### src/rtl/bp_pkg.sv
// Shared branch-prediction types: address width, fall-through step, in-flight prediction record.
// Latency: none (types and pure functions only).
// Backpressure: not applicable.
package bp_pkg;

    localparam int ADDR_W          = 12;
    localparam int PC_STEP_DEFAULT = 1;

    typedef struct packed {
        logic [ADDR_W-1:0] pc;
        logic              pred_jump;
        logic [ADDR_W-1:0] pred_addr;
    } pred_entry_t;

    // Sequential fetch address; wraps modulo 2^ADDR_W.
    function automatic logic [ADDR_W-1:0] next_pc(input logic [ADDR_W-1:0] pc, input int step);
        return pc + ADDR_W'(step);
    endfunction

endpackage

### src/rtl/bht_resolve_ctrl_if.sv
// Fetch/EX/BHT-update signal bundle of the branch resolve controller.
// Latency: none (wiring only).
// Backpressure: if_valid/if_ready handshake on the fetch side; EX side is never stalled.
interface bht_resolve_ctrl_if #(
    parameter int CNT_W = 16
);
    logic                        if_valid;
    logic [bp_pkg::ADDR_W-1:0]   if_pc;
    logic                        if_pred_jump;
    logic [bp_pkg::ADDR_W-1:0]   if_pred_addr;
    logic                        if_ready;

    logic                        ex_valid;
    logic                        ex_is_branch;
    logic                        ex_taken;
    logic [bp_pkg::ADDR_W-1:0]   ex_target;

    logic [bp_pkg::ADDR_W-1:0]   bht_insert_ins_addr;
    logic [bp_pkg::ADDR_W-1:0]   bht_insert_ins_next_addr;
    logic                        bht_is_branch;
    logic                        bht_is_suc;

    logic                        flush;
    logic [bp_pkg::ADDR_W-1:0]   redirect_pc;
    logic                        empty_err;
    logic [CNT_W-1:0]            branch_cnt;
    logic [CNT_W-1:0]            mispred_cnt;

    // master = fetch/EX environment, slave = resolve controller
    modport master (
        output if_valid, if_pc, if_pred_jump, if_pred_addr,
        output ex_valid, ex_is_branch, ex_taken, ex_target,
        input  if_ready,
        input  bht_insert_ins_addr, bht_insert_ins_next_addr, bht_is_branch, bht_is_suc,
        input  flush, redirect_pc, empty_err, branch_cnt, mispred_cnt
    );

    modport slave (
        input  if_valid, if_pc, if_pred_jump, if_pred_addr,
        input  ex_valid, ex_is_branch, ex_taken, ex_target,
        output if_ready,
        output bht_insert_ins_addr, bht_insert_ins_next_addr, bht_is_branch, bht_is_suc,
        output flush, redirect_pc, empty_err, branch_cnt, mispred_cnt
    );

endinterface

### src/rtl/pred_fifo.sv
// Generic DEPTH-entry circular FIFO with synchronous clear (clear beats push).
// Latency: head shows the oldest entry combinationally; a push is visible the cycle after.
// Backpressure: none internally; caller must not push when full. Pop on empty is ignored.
module pred_fifo #(
    parameter  int DEPTH    = 4,
    parameter  int W        = 8,
    localparam int PTR_W    = $clog2(DEPTH),
    localparam int CNT_BITS = $clog2(DEPTH + 1)
) (
    input  logic                clk,
    input  logic                rst_n,
    input  logic                push,
    input  logic                pop,
    input  logic                clear,
    input  logic [W-1:0]        push_dat,
    output logic [W-1:0]        head,
    output logic [CNT_BITS-1:0] count
);

    logic [W-1:0]     mem [DEPTH];
    logic [PTR_W-1:0] rd_ptr;
    logic [PTR_W-1:0] wr_ptr;
    logic             do_pop;

    assign do_pop = pop && (count != '0);
    assign head   = mem[rd_ptr];

    always_ff @(posedge clk) begin
        if (push && !clear) begin
            mem[wr_ptr] <= push_dat;
        end
    end

    // DEPTH is a power of two, so pointer overflow is the wrap.
    always_ff @(posedge clk or negedge rst_n) begin
        if (!rst_n) begin
            rd_ptr <= '0;
            wr_ptr <= '0;
            count  <= '0;
        end else if (clear) begin
            rd_ptr <= wr_ptr;
            count  <= '0;
        end else begin
            if (push) begin
                wr_ptr <= wr_ptr + PTR_W'(1);
            end
            if (do_pop) begin
                rd_ptr <= rd_ptr + PTR_W'(1);
            end
            case ({push, do_pop})
                2'b10:   count <= count + CNT_BITS'(1);
                2'b01:   count <= count - CNT_BITS'(1);
                default: count <= count;
            endcase
        end
    end

endmodule

### src/rtl/bht_resolve_ctrl.sv
// Tracks fetch-time predictions in order, resolves them against EX, drives BHT update and flush/redirect.
// Latency: BHT strobe, flush and redirect are registered, one cycle after the EX resolve.
// Backpressure: if_ready drops only when the queue is full and nothing pops; EX is never stalled.
module bht_resolve_ctrl
    import bp_pkg::*;
#(
    parameter int DEPTH   = 4,
    parameter int PC_STEP = PC_STEP_DEFAULT,
    parameter int CNT_W   = 16
) (
    input  logic                 clk,
    input  logic                 rst_n,
    bht_resolve_ctrl_if.slave    bus
);

    localparam int CNT_BITS = $clog2(DEPTH + 1);

    pred_entry_t         push_e;
    pred_entry_t         head_e;
    logic [CNT_BITS-1:0] fifo_count;

    logic                pop_now;
    logic                push_now;
    logic                flush_now;
    logic                if_ready_c;
    logic                q_empty;
    logic                q_full;
    logic [ADDR_W-1:0]   fall_pc;
    logic [ADDR_W-1:0]   pred_pc;
    logic [ADDR_W-1:0]   act_pc;

    logic                is_branch_q;
    logic                is_suc_q;
    logic                flush_q;
    logic [ADDR_W-1:0]   ins_addr_q;
    logic [ADDR_W-1:0]   next_addr_q;
    logic [ADDR_W-1:0]   redirect_q;
    logic                empty_err_q;
    logic [CNT_W-1:0]    branch_cnt_q;
    logic [CNT_W-1:0]    mispred_cnt_q;

    assign q_empty = (fifo_count == '0);
    assign q_full  = (fifo_count == CNT_BITS'(DEPTH));

    assign push_e.pc        = bus.if_pc;
    assign push_e.pred_jump = bus.if_pred_jump;
    assign push_e.pred_addr = bus.if_pred_addr;

    // Resolution of the oldest in-flight entry. A non-branch falls through,
    // so a taken prediction on it is a mispredict like any other.
    always_comb begin
        fall_pc   = next_pc(head_e.pc, PC_STEP);
        pred_pc   = head_e.pred_jump ? head_e.pred_addr : fall_pc;
        act_pc    = (bus.ex_is_branch && bus.ex_taken) ? bus.ex_target : fall_pc;
        pop_now   = bus.ex_valid && !q_empty;
        flush_now = pop_now && (pred_pc != act_pc);
    end

    // A flush empties the queue, so fetch may present again at once; the
    // concurrent wrong-path push is dropped rather than stalled.
    assign if_ready_c = !q_full || pop_now;
    assign push_now   = bus.if_valid && if_ready_c && !flush_now;

    pred_fifo #(
        .DEPTH (DEPTH),
        .W     ($bits(pred_entry_t))
    ) u_fifo (
        .clk      (clk),
        .rst_n    (rst_n),
        .push     (push_now),
        .pop      (pop_now),
        .clear    (flush_now),
        .push_dat (push_e),
        .head     (head_e),
        .count    (fifo_count)
    );

    always_ff @(posedge clk or negedge rst_n) begin
        if (!rst_n) begin
            is_branch_q <= 1'b0;
            is_suc_q    <= 1'b0;
            flush_q     <= 1'b0;
            ins_addr_q  <= '0;
            next_addr_q <= '0;
            redirect_q  <= '0;
        end else begin
            is_branch_q <= pop_now && bus.ex_is_branch;
            flush_q     <= flush_now;
            // Target is written even when not taken so the BHT keeps it.
            if (pop_now && bus.ex_is_branch) begin
                ins_addr_q  <= head_e.pc;
                next_addr_q <= bus.ex_target;
                is_suc_q    <= bus.ex_taken;
            end
            if (flush_now) begin
                redirect_q <= act_pc;
            end
        end
    end

    always_ff @(posedge clk or negedge rst_n) begin
        if (!rst_n) begin
            empty_err_q   <= 1'b0;
            branch_cnt_q  <= '0;
            mispred_cnt_q <= '0;
        end else begin
            if (bus.ex_valid && q_empty) begin
                empty_err_q <= 1'b1;
            end
            if (pop_now && bus.ex_is_branch && (branch_cnt_q != '1)) begin
                branch_cnt_q <= branch_cnt_q + CNT_W'(1);
            end
            if (flush_now && (mispred_cnt_q != '1)) begin
                mispred_cnt_q <= mispred_cnt_q + CNT_W'(1);
            end
        end
    end

    assign bus.if_ready                 = if_ready_c;
    assign bus.bht_is_branch            = is_branch_q;
    assign bus.bht_is_suc               = is_suc_q;
    assign bus.bht_insert_ins_addr      = ins_addr_q;
    assign bus.bht_insert_ins_next_addr = next_addr_q;
    assign bus.flush                    = flush_q;
    assign bus.redirect_pc              = redirect_q;
    assign bus.empty_err                = empty_err_q;
    assign bus.branch_cnt               = branch_cnt_q;
    assign bus.mispred_cnt              = mispred_cnt_q;

endmodule

### src/flat_wrapper.sv
// flat-port wrapper written by rule: the top's interface ports become plain ports
module bht_resolve_ctrl_flat import bp_pkg::*;
#(
    parameter int DEPTH   = 4,
    parameter int PC_STEP = PC_STEP_DEFAULT,
    parameter int CNT_W   = 16
)
  (clk, rst_n, bus_if_valid, bus_if_pc, bus_if_pred_jump, bus_if_pred_addr, bus_ex_valid, bus_ex_is_branch, bus_ex_taken, bus_ex_target, bus_if_ready, bus_bht_insert_ins_addr, bus_bht_insert_ins_next_addr, bus_bht_is_branch, bus_bht_is_suc, bus_flush, bus_redirect_pc, bus_empty_err, bus_branch_cnt, bus_mispred_cnt);
  bht_resolve_ctrl_if #(.CNT_W(CNT_W)) bus_i ();
  input  logic clk;
  input  logic rst_n;
  input wire logic [$bits(bus_i.if_valid)-1:0] bus_if_valid;
  input wire logic [$bits(bus_i.if_pc)-1:0] bus_if_pc;
  input wire logic [$bits(bus_i.if_pred_jump)-1:0] bus_if_pred_jump;
  input wire logic [$bits(bus_i.if_pred_addr)-1:0] bus_if_pred_addr;
  input wire logic [$bits(bus_i.ex_valid)-1:0] bus_ex_valid;
  input wire logic [$bits(bus_i.ex_is_branch)-1:0] bus_ex_is_branch;
  input wire logic [$bits(bus_i.ex_taken)-1:0] bus_ex_taken;
  input wire logic [$bits(bus_i.ex_target)-1:0] bus_ex_target;
  output wire logic [$bits(bus_i.if_ready)-1:0] bus_if_ready;
  output wire logic [$bits(bus_i.bht_insert_ins_addr)-1:0] bus_bht_insert_ins_addr;
  output wire logic [$bits(bus_i.bht_insert_ins_next_addr)-1:0] bus_bht_insert_ins_next_addr;
  output wire logic [$bits(bus_i.bht_is_branch)-1:0] bus_bht_is_branch;
  output wire logic [$bits(bus_i.bht_is_suc)-1:0] bus_bht_is_suc;
  output wire logic [$bits(bus_i.flush)-1:0] bus_flush;
  output wire logic [$bits(bus_i.redirect_pc)-1:0] bus_redirect_pc;
  output wire logic [$bits(bus_i.empty_err)-1:0] bus_empty_err;
  output wire logic [$bits(bus_i.branch_cnt)-1:0] bus_branch_cnt;
  output wire logic [$bits(bus_i.mispred_cnt)-1:0] bus_mispred_cnt;
  assign bus_i.if_valid = bus_if_valid;
  assign bus_i.if_pc = bus_if_pc;
  assign bus_i.if_pred_jump = bus_if_pred_jump;
  assign bus_i.if_pred_addr = bus_if_pred_addr;
  assign bus_i.ex_valid = bus_ex_valid;
  assign bus_i.ex_is_branch = bus_ex_is_branch;
  assign bus_i.ex_taken = bus_ex_taken;
  assign bus_i.ex_target = bus_ex_target;
  assign bus_if_ready = bus_i.if_ready;
  assign bus_bht_insert_ins_addr = bus_i.bht_insert_ins_addr;
  assign bus_bht_insert_ins_next_addr = bus_i.bht_insert_ins_next_addr;
  assign bus_bht_is_branch = bus_i.bht_is_branch;
  assign bus_bht_is_suc = bus_i.bht_is_suc;
  assign bus_flush = bus_i.flush;
  assign bus_redirect_pc = bus_i.redirect_pc;
  assign bus_empty_err = bus_i.empty_err;
  assign bus_branch_cnt = bus_i.branch_cnt;
  assign bus_mispred_cnt = bus_i.mispred_cnt;
  bht_resolve_ctrl #(.DEPTH(DEPTH), .PC_STEP(PC_STEP), .CNT_W(CNT_W)) u_core (.clk(clk), .rst_n(rst_n), .bus(bus_i));
endmodule
### config.mk
export PLATFORM = sky130hd
export DESIGN_NAME = bht_resolve_ctrl_flat
export DESIGN_NICKNAME = d
export VERILOG_FILES = /design/src/rtl/bp_pkg.sv /design/src/rtl/bht_resolve_ctrl_if.sv /design/src/rtl/pred_fifo.sv /design/src/rtl/bht_resolve_ctrl.sv /design/src/flat_wrapper.sv
export SDC_FILE = /design/constraint.sdc
export NUM_CORES = 1
export LEC_CHECK = 0
export ABC_AREA = 1
export CAP_MARGIN = 20
export CORE_ASPECT_RATIO = 0.7
export CORE_MARGIN = 2
export CORE_UTILIZATION = 50
export CTS_CLUSTER_DIAMETER = 40
export DETAILED_ROUTE_END_ITERATION = 8
export DONT_BUFFER_PORTS = 1
export SLEW_MARGIN = 20
export SYNTH_ARGS = -nofsm -noshare
export SYNTH_HDL_FRONTEND = slang
export SYNTH_SLANG_ARGS = --single-unit
### constraint.sdc
create_clock -name clk -period 4.6 [get_ports clk]
set_input_delay 0.92 -clock clk [delete_from_list [all_inputs] [get_ports clk]]
set_output_delay 0.92 -clock clk [all_outputs]
set_load 0.005 [all_outputs]
; ---- Yosys cells after proc, flatten, opt, wreduce, memory -nomap -nowiden
; Memory sizes are Yosys's and may differ from the RTL's.
; Index checks and enable logic that the tools add are counted.
; W data, S select, Z words.
[classes]
eq_ne = 6
n_addsub = 7
n_mux = 8
n_reduce_logical = 20
bitwise_logic = 1
[op_table]
columns = op, count
row1 = $add A16 B1 Y16 const B, 2
row2 = $ne A16 B16 Y1 const B, 2
row3 = $mux W12, 2
row4 = $add A12 B1 Y12 const B, 1
row5 = $ne A12 B12 Y1, 1
row6 = $logic_and A1 B1 Y1, 11
row7 = $pmux W3 S2, 1
row8 = $reduce_bool A3 Y1, 2
row9 = $add A2 B1 Y2 const B, 2
row10 = $mux W2, 2
row11 = $add A3 B1 Y3 const B, 1
row12 = $eq A3 B3 Y1 const B, 1
row13 = $logic_not A1 Y1, 3
row14 = $logic_not A3 Y1, 1
row15 = $mux W3, 1
row16 = $sub A3 B1 Y3 const B, 1
row17 = $eq A2 B1 Y1 const B, 1
row18 = $eq A2 B2 Y1 const B, 1
row19 = $mux W1, 2
row20 = $reduce_and A2 Y1, 1
row21 = $reduce_bool A2 Y1, 1
row22 = $logic_or A1 B1 Y1, 1
row23 = $not A1 Y1, 1
[totals]
register_bits = 79
ramBits = 100
inputBits = 43
out_inout_bits = 73
word_cells = 55
n_memories = 1
[memory_table]
columns = memory, depth, width, rd, rd_ports_with_merged_regs, write_ports, line
row1 = u_core.u_fifo.mem, 4, 25, 1, 0, 1, pred_fifo.sv:20  ; logic [W-1:0] mem [DEPTH];

; ---- Logic depth before layout (Yosys ltp)
; An unclocked memory read counts as a cell.
[logic_depth]
ltp_word = 10
mapped_depth = 27
mapped_depth_nobuf = 26

; ---- Modules after synthesis
; A second synthesis with hierarchy kept.
[hier_totals]
cells_unflattened = 902
hier_area_um2 = 8430.6
[modules_own_cells]
columns = module, area_per_inst_um2, instances, seq_area_each_um2, cells_each
row1 = bht_resolve_ctrl, 4249.1, 1, 1801.7, 596
row2 = pred_fifo, 4181.5, 1, 3178.0, 306

; ---- Worst setup path before layout
; Ideal clock, no wire load.
[synth_path]
path_type = in2reg
from = input port bus_ex_is_branch
to = memory u_core.u_fifo.mem[0][0] (netlist bit) (enable)
path_buffers = 2
slack_ns = 0.694
path_stages = 14
arrival_time_ns = 3.499
setup_ns = 0.407
required_ns = 4.193
cell_sequence = nand2_1 inv_1 clkbuf_1 clkbuf_1 o21bai_1 nand2_1 nand3_1 nor2_1 nand2_1 nor2_2 nand2_4 nand2_8 nand2_2 nor2_1
[synth_via]
elab_chain_cells = 9
[synth_rtl]
columns = item, line
row1 = start: declaration, flat_wrapper.sv:17  ; input wire logic [$bits(bus_i.ex_is_branch)-1:0] bus_ex_is_branch;
row2 = $logic_and A1 B1 Y1 (*), bht_resolve_ctrl.sv:54  ; act_pc = (bus.ex_is_branch && bus.ex_taken) ? bus.ex_target : fall_pc;
row3 = $mux W12 (*), bht_resolve_ctrl.sv:54
row4 = $ne A12 B12 Y1 (*), bht_resolve_ctrl.sv:56  ; flush_now = pop_now && (pred_pc != act_pc);
row5 = $logic_and A1 B1 Y1 (*), bht_resolve_ctrl.sv:56
row6 = $logic_not A1 Y1 (*), "pred_fifo.sv:29, bht_resolve_ctrl.sv:62"
row7 = $logic_and A1 B1 Y1, bht_resolve_ctrl.sv:62  ; assign push_now = bus.if_valid && if_ready_c && !flush_now;
row8 = $logic_and A1 B1 Y1 (*), pred_fifo.sv:29  ; if (push && !clear) begin
row9 = $mux W1 (*), pred_fifo.sv:29
row10 = $mux W1 (implied by the code) (*), pred_fifo.sv:30  ; mem[wr_ptr] <= push_dat;
row11 = end: declaration, pred_fifo.sv:20
; Every way passes the cells marked *; elsewhere a longest branch is shown, timed or not.

; ---- Worst setup path after layout
[layout_path]
from = register u_core.u_fifo.rd_ptr[0]
to = register u_core.u_fifo.count[2]
[layout_via]
elab_chain_cells = 10
elab_cells_between_ends = 13
classes_between = add/sub: 1 / eq/ne: 3 / mux: 4 / reduce/logical: 4 / memory: 1
[layout_rtl]
columns = item, line
row1 = start: declaration, pred_fifo.sv:21  ; logic [PTR_W-1:0] rd_ptr;
row2 = start signal: assignment, pred_fifo.sv:41  ; rd_ptr <= wr_ptr;
row3 = start signal: assignment, pred_fifo.sv:48  ; rd_ptr <= rd_ptr + PTR_W'(1);
row4 = $mem_v2 Z4 W25 (*), --
row5 = $add A12 B1 Y12, bp_pkg.sv:17  ; return pc + ADDR_W'(step);
row6 = $mux W12 (on tied branches), "bht_resolve_ctrl.sv:53, bht_resolve_ctrl.sv:54"
row7 = $ne A12 B12 Y1 (*), bht_resolve_ctrl.sv:56
row8 = $logic_and A1 B1 Y1 (*), bht_resolve_ctrl.sv:56
row9 = $logic_not A1 Y1, bht_resolve_ctrl.sv:62
row10 = $logic_and A1 B1 Y1, bht_resolve_ctrl.sv:62
row11 = $eq A2 B1 Y1 or $eq A2 B2 Y1 (tied branches), pred_fifo.sv:50  ; case ({push, do_pop})
row12 = $pmux W3 S2, pred_fifo.sv:50
row13 = $mux W3, pred_fifo.sv:40  ; end else if (clear) begin
row14 = end signal: assignment, pred_fifo.sv:51  ; 2'b10: count <= count + CNT_BITS'(1);
row15 = end signal: assignment, pred_fifo.sv:52  ; 2'b01: count <= count - CNT_BITS'(1);
row16 = end signal: assignment, pred_fifo.sv:53  ; default: count <= count;
row17 = end: declaration, pred_fifo.sv:17  ; output logic [CNT_BITS-1:0] count
; Marked as above.
; A chain may end at the register's enable or synchronous reset.

==> key figures <==
Outcome
  – Status: completed

Route
  – WL/cell: ~17 um
  – Antenna-violating nets left: 0
  – Routed wire length: approximately 21,000 um
  – Vias per Instance: roughly 5.3
  – Via count: about 6,600
  – First drt pass iteration count: 5
  – DRC: 0
  – Initial DRC count: 574

Final layout
  – Number of antenna diodes: 0
  – Ratio of cells with drive above 1 in the final layout: a little under a tenth
  – Final net count: 1,059
  – Register area: about 5000 um2
  – Number of fill cells in the layout: about 1,600
  – Area of the multi-input gates: between 3000 and 4000 um2
  – Final Non-Filler Cells: approximately 1,300
  – Layout overhead on the synthesized area: 8.00%

Die
  – Boundary Pins: between 100 and 150
  – Starting density of the core: between 50% and 60%
  – # rows: 40
  – Die Ht: 116 um
  – Die outline width: 164 um
  – Core area: 17,400 um2
  – Die ar.: 19,000 um2

STA
  – Highest clock rate: 0.244 GHz
  – Clock Skews: 0.0113 ns
  – Max-slew violation count: 0
  – Hold Fails Final Rpt: 0
  – Setup_tns: 0 ns
  – Final period util: 89.2%
  – Worst slew margin: 65.2%
  – Tmin final: 4.10 ns
  – Unrepaired setup endpoints after global routing: false
  – Worst slew pin tran: 0.517 ns
  – Final setup fails: 0

Worst setup path
  – CP Data Arrival Time: 4.41 ns
  – RR Endpoint: u_core.u_fifo.count[2]
  – Critical Path End Type: flip-flop
  – CP Launch Type: flip-flop
  – Crit Path Max Fanout: 44
  – CP Class: reg2reg
  – Worst Path Required: 4.91 ns
  – Reg2reg start: u_core.u_fifo.rd_ptr[0]
  – Flop-to-flop setup slack: around 0.50 ns
  – Register-to-Register Path Depth: 22

Clock network
  – CTS Sinks: 179
  – Htree depth: 4
  – CTS tree: done
  – Hold buffers post-CTS: 0
  – Clock transition at path regs: 0.07 ns
  – Clock Tree Buf Depth: 2
  – CTS buffer count: 17
  – Clk Latency, worst-skew pair: 0.43 ns
  – Post-CTS resize count: 0
  – Post-CTS setup buffers: 0
  – Root buf cell: clkbuf_16

Power
  – Leakage: 0.00449 uW
  – VDD IR max: 0.000282 V
  – Final Power: 6450 uW
  – Power Dens Cells: 666 nW/um2

GRT
  – Global-route wire length before repair: 33,700 um
  – Largest net degree at the start of global routing: 80
  – Initial antenna violation count: 0
  – Total track usage: 23.6%
  – Vias in the first global route: roughly 6,200
  – Overflow after GRT: 0

Logic synthesis
  – Compound-Gate Fraction of Synth Area: under 10%
  – Adder-Cell Fraction of Synth Area: 1.34%
  – Synth Area in Simple Gates: 28.6%
  – Async set-reset flop share out of synthesis: 44.1%
  – Top FF cell, synth: edfxtp_1
  – Largest family of logic cells by synthesized area: simple AND/OR/NAND/NOR gates
  – Area leader, netlist: edfxtp_1
  – Seq/Total Area, Yosys: between 50 and 60%
  – Avg Cell Area, Syn: a little under 9 um2
  – Seq cells post-synth: approximately 180
  – Synth top area share: 33.5%
  – Synth Area in XOR/XNOR: 3.13%
  – Area contributors post-synth: edfxtp_1 33%, dfrtp_1 22%, nand2_1 15%
  – Net Count, Synth: ~1,100
  – Post-synthesis mux area share: 0.112%
  – Library cells used by synthesis: 45
  – YS warnings: 0
  – Number of synthesized flops with an enable pin: 100
  – Netlist Area Pre-Place: ~9000 um2
  – Mapped Cells: between 1,000 and 1,500

Placement
  – Placer Congestion: 0.918
  – Inst Count DP: 1,219
  – Post-DP HPWL: 15,100 um
  – Port bufs: 0

Flow run
  – Maximum capacitance violations: 0

Min path
  – Min-Delay Path Class: in2async
[per-stage QoR]
step / utilization (%) / area (um2) / worst slack [ns] / hold slack [ns]
after floorplan: - / 8970 / 0.694 / 0.466
after global placement: 52.6 / 9140 / 0.503 / 0.491
after detailed placement: 52.6 / 9140 / 0.404 / 0.490
after CTS: 55.8 / 9680 / 0.504 / 0.160
after global routing: 55.8 / 9680 / 0.0787 / 0.148
final: 55.8 / 9680 / 0.498 / 0.180
[where the power goes]
part	internal (uW)	switching (uW)	total (uW)
clock network	709	658	1370
logic	819	1910	2730
registers	2080	269	2350
[cell usage after synthesis, types with 8 or more instances]
cell type  count
nand3_1      114
nand2_1      358
nor2_1        53
o21ai_1       11
clkbuf_1       8
dfrtp_1       79
inv_1        104
nand4_1        8
o21ai_0       32
xnor2_1       11
xor2_1        21
buf_2         10
edfxtp_1     100
nor3_1        10
ha_1           8
nand2_2       10
[how the worst max path moves through the flow]
stage                                  startpoint  slack [ns]  depth (start not counted)                 endpoint
after floorplan                  bus_ex_is_branch        0.69                         14  u_core.u_fifo.mem[0][0]
after global placement           bus_ex_is_branch        0.50                         21   u_core.u_fifo.count[2]
after detailed placement         bus_ex_is_branch        0.40                         21   u_core.u_fifo.count[2]
after CTS                 u_core.u_fifo.rd_ptr[0]        0.50                         24   u_core.u_fifo.count[2]
after global routing      u_core.u_fifo.rd_ptr[0]        0.08                         24   u_core.u_fifo.count[2]
final                     u_core.u_fifo.rd_ptr[0]        0.50                         22   u_core.u_fifo.count[2]
[sequential cells by signal, indices dropped and copies added (netlist names)]
register,cells
u_core.u_fifo.rd_ptr,2
u_core.bus.redirect_pc,12
u_core.bus.flush,1
u_core.bus.bht_is_suc,1
u_core.bus.bht_insert_ins_addr,12
u_core.u_fifo.mem,100
u_core.u_fifo.wr_ptr,2
u_core.bus.bht_is_branch,1
u_core.bus.empty_err,1
u_core.bus.branch_cnt,16
u_core.u_fifo.count,3
u_core.bus.bht_insert_ins_next_addr,12
u_core.bus.mispred_cnt,16
[logic make-up (layout without fill, tap and decap cells)]
logic type | count (synthesis) | count (layout)
buf+inv | 145 | 156
compound gates | 61 | 61
simple gates | 582 | 582
flops | 179 | 179
fa+ha+maj | 9 | 9
mux | 1 | 1
xor+xnor | 32 | 32
[area by class of cell]
class,count,area share (%)
clock buffer,18,4.43
multi-input combinational,685,34.6
tap,231,2.98
clock inverter,14,1.23
timing repair buffer,14,1.09
inverter,110,4.29
sequential,179,51.4
[cells in the final DEF (no fill, tap or decap), types with 3 or more instances in the layout]
| master | count |
|---|---|
| a21oi_1 | 3 |
| buf_4 | 14 |
| clkbuf_16 | 17 |
| clkinv_2 | 3 |
| clkinv_4 | 4 |
| dfrtp_1 | 79 |
| edfxtp_1 | 100 |
| ha_1 | 8 |
| inv_1 | 104 |
| inv_2 | 5 |
| inv_6 | 4 |
| inv_8 | 3 |
| nand2_1 | 358 |
| nand2_2 | 10 |
| nand2_4 | 4 |
| nand3_1 | 114 |
| nand3_2 | 6 |
| nand4_1 | 8 |
| nor2_1 | 49 |
| nor2_2 | 7 |
| nor2_4 | 6 |
| nor3_1 | 10 |
| o21ai_0 | 32 |
| o21ai_1 | 11 |
| o21ai_2 | 5 |
| or2_2 | 3 |
| xnor2_1 | 11 |
| xor2_1 | 21 |
[per-layer routing]
metal	global-route usage (%)	wire length, um	vias up
met4	5.67	213	0
met2	32.0	8460	207
met1	36.5	10700	3101
li1	-	-	3258
met5	0	0	-
met3	7.23	1780	15
[critical path, cell delays in order, from the launching register on]
cell and delay (ns):
dfrtp_1 0.36, buf_4 0.20, buf_4 0.43, nand2_1 0.09, nand2_1 0.08, nand2_1 0.05, nand2_1 0.19, nand2_1 0.10
nor2_2 0.16, nand4_1 0.14, nand3_1 0.12, nand2_1 0.08, nand2_1 0.08, nand3_1 0.13, nor2_2 0.20, nand2_4 0.10
nand2_8 0.17, nand2_2 0.17, ha_1 0.27, fa_1 0.38, o21ai_0 0.22, xor2_1 0.16, nor2_1 0.06
(Power assumes the default switching activity.)
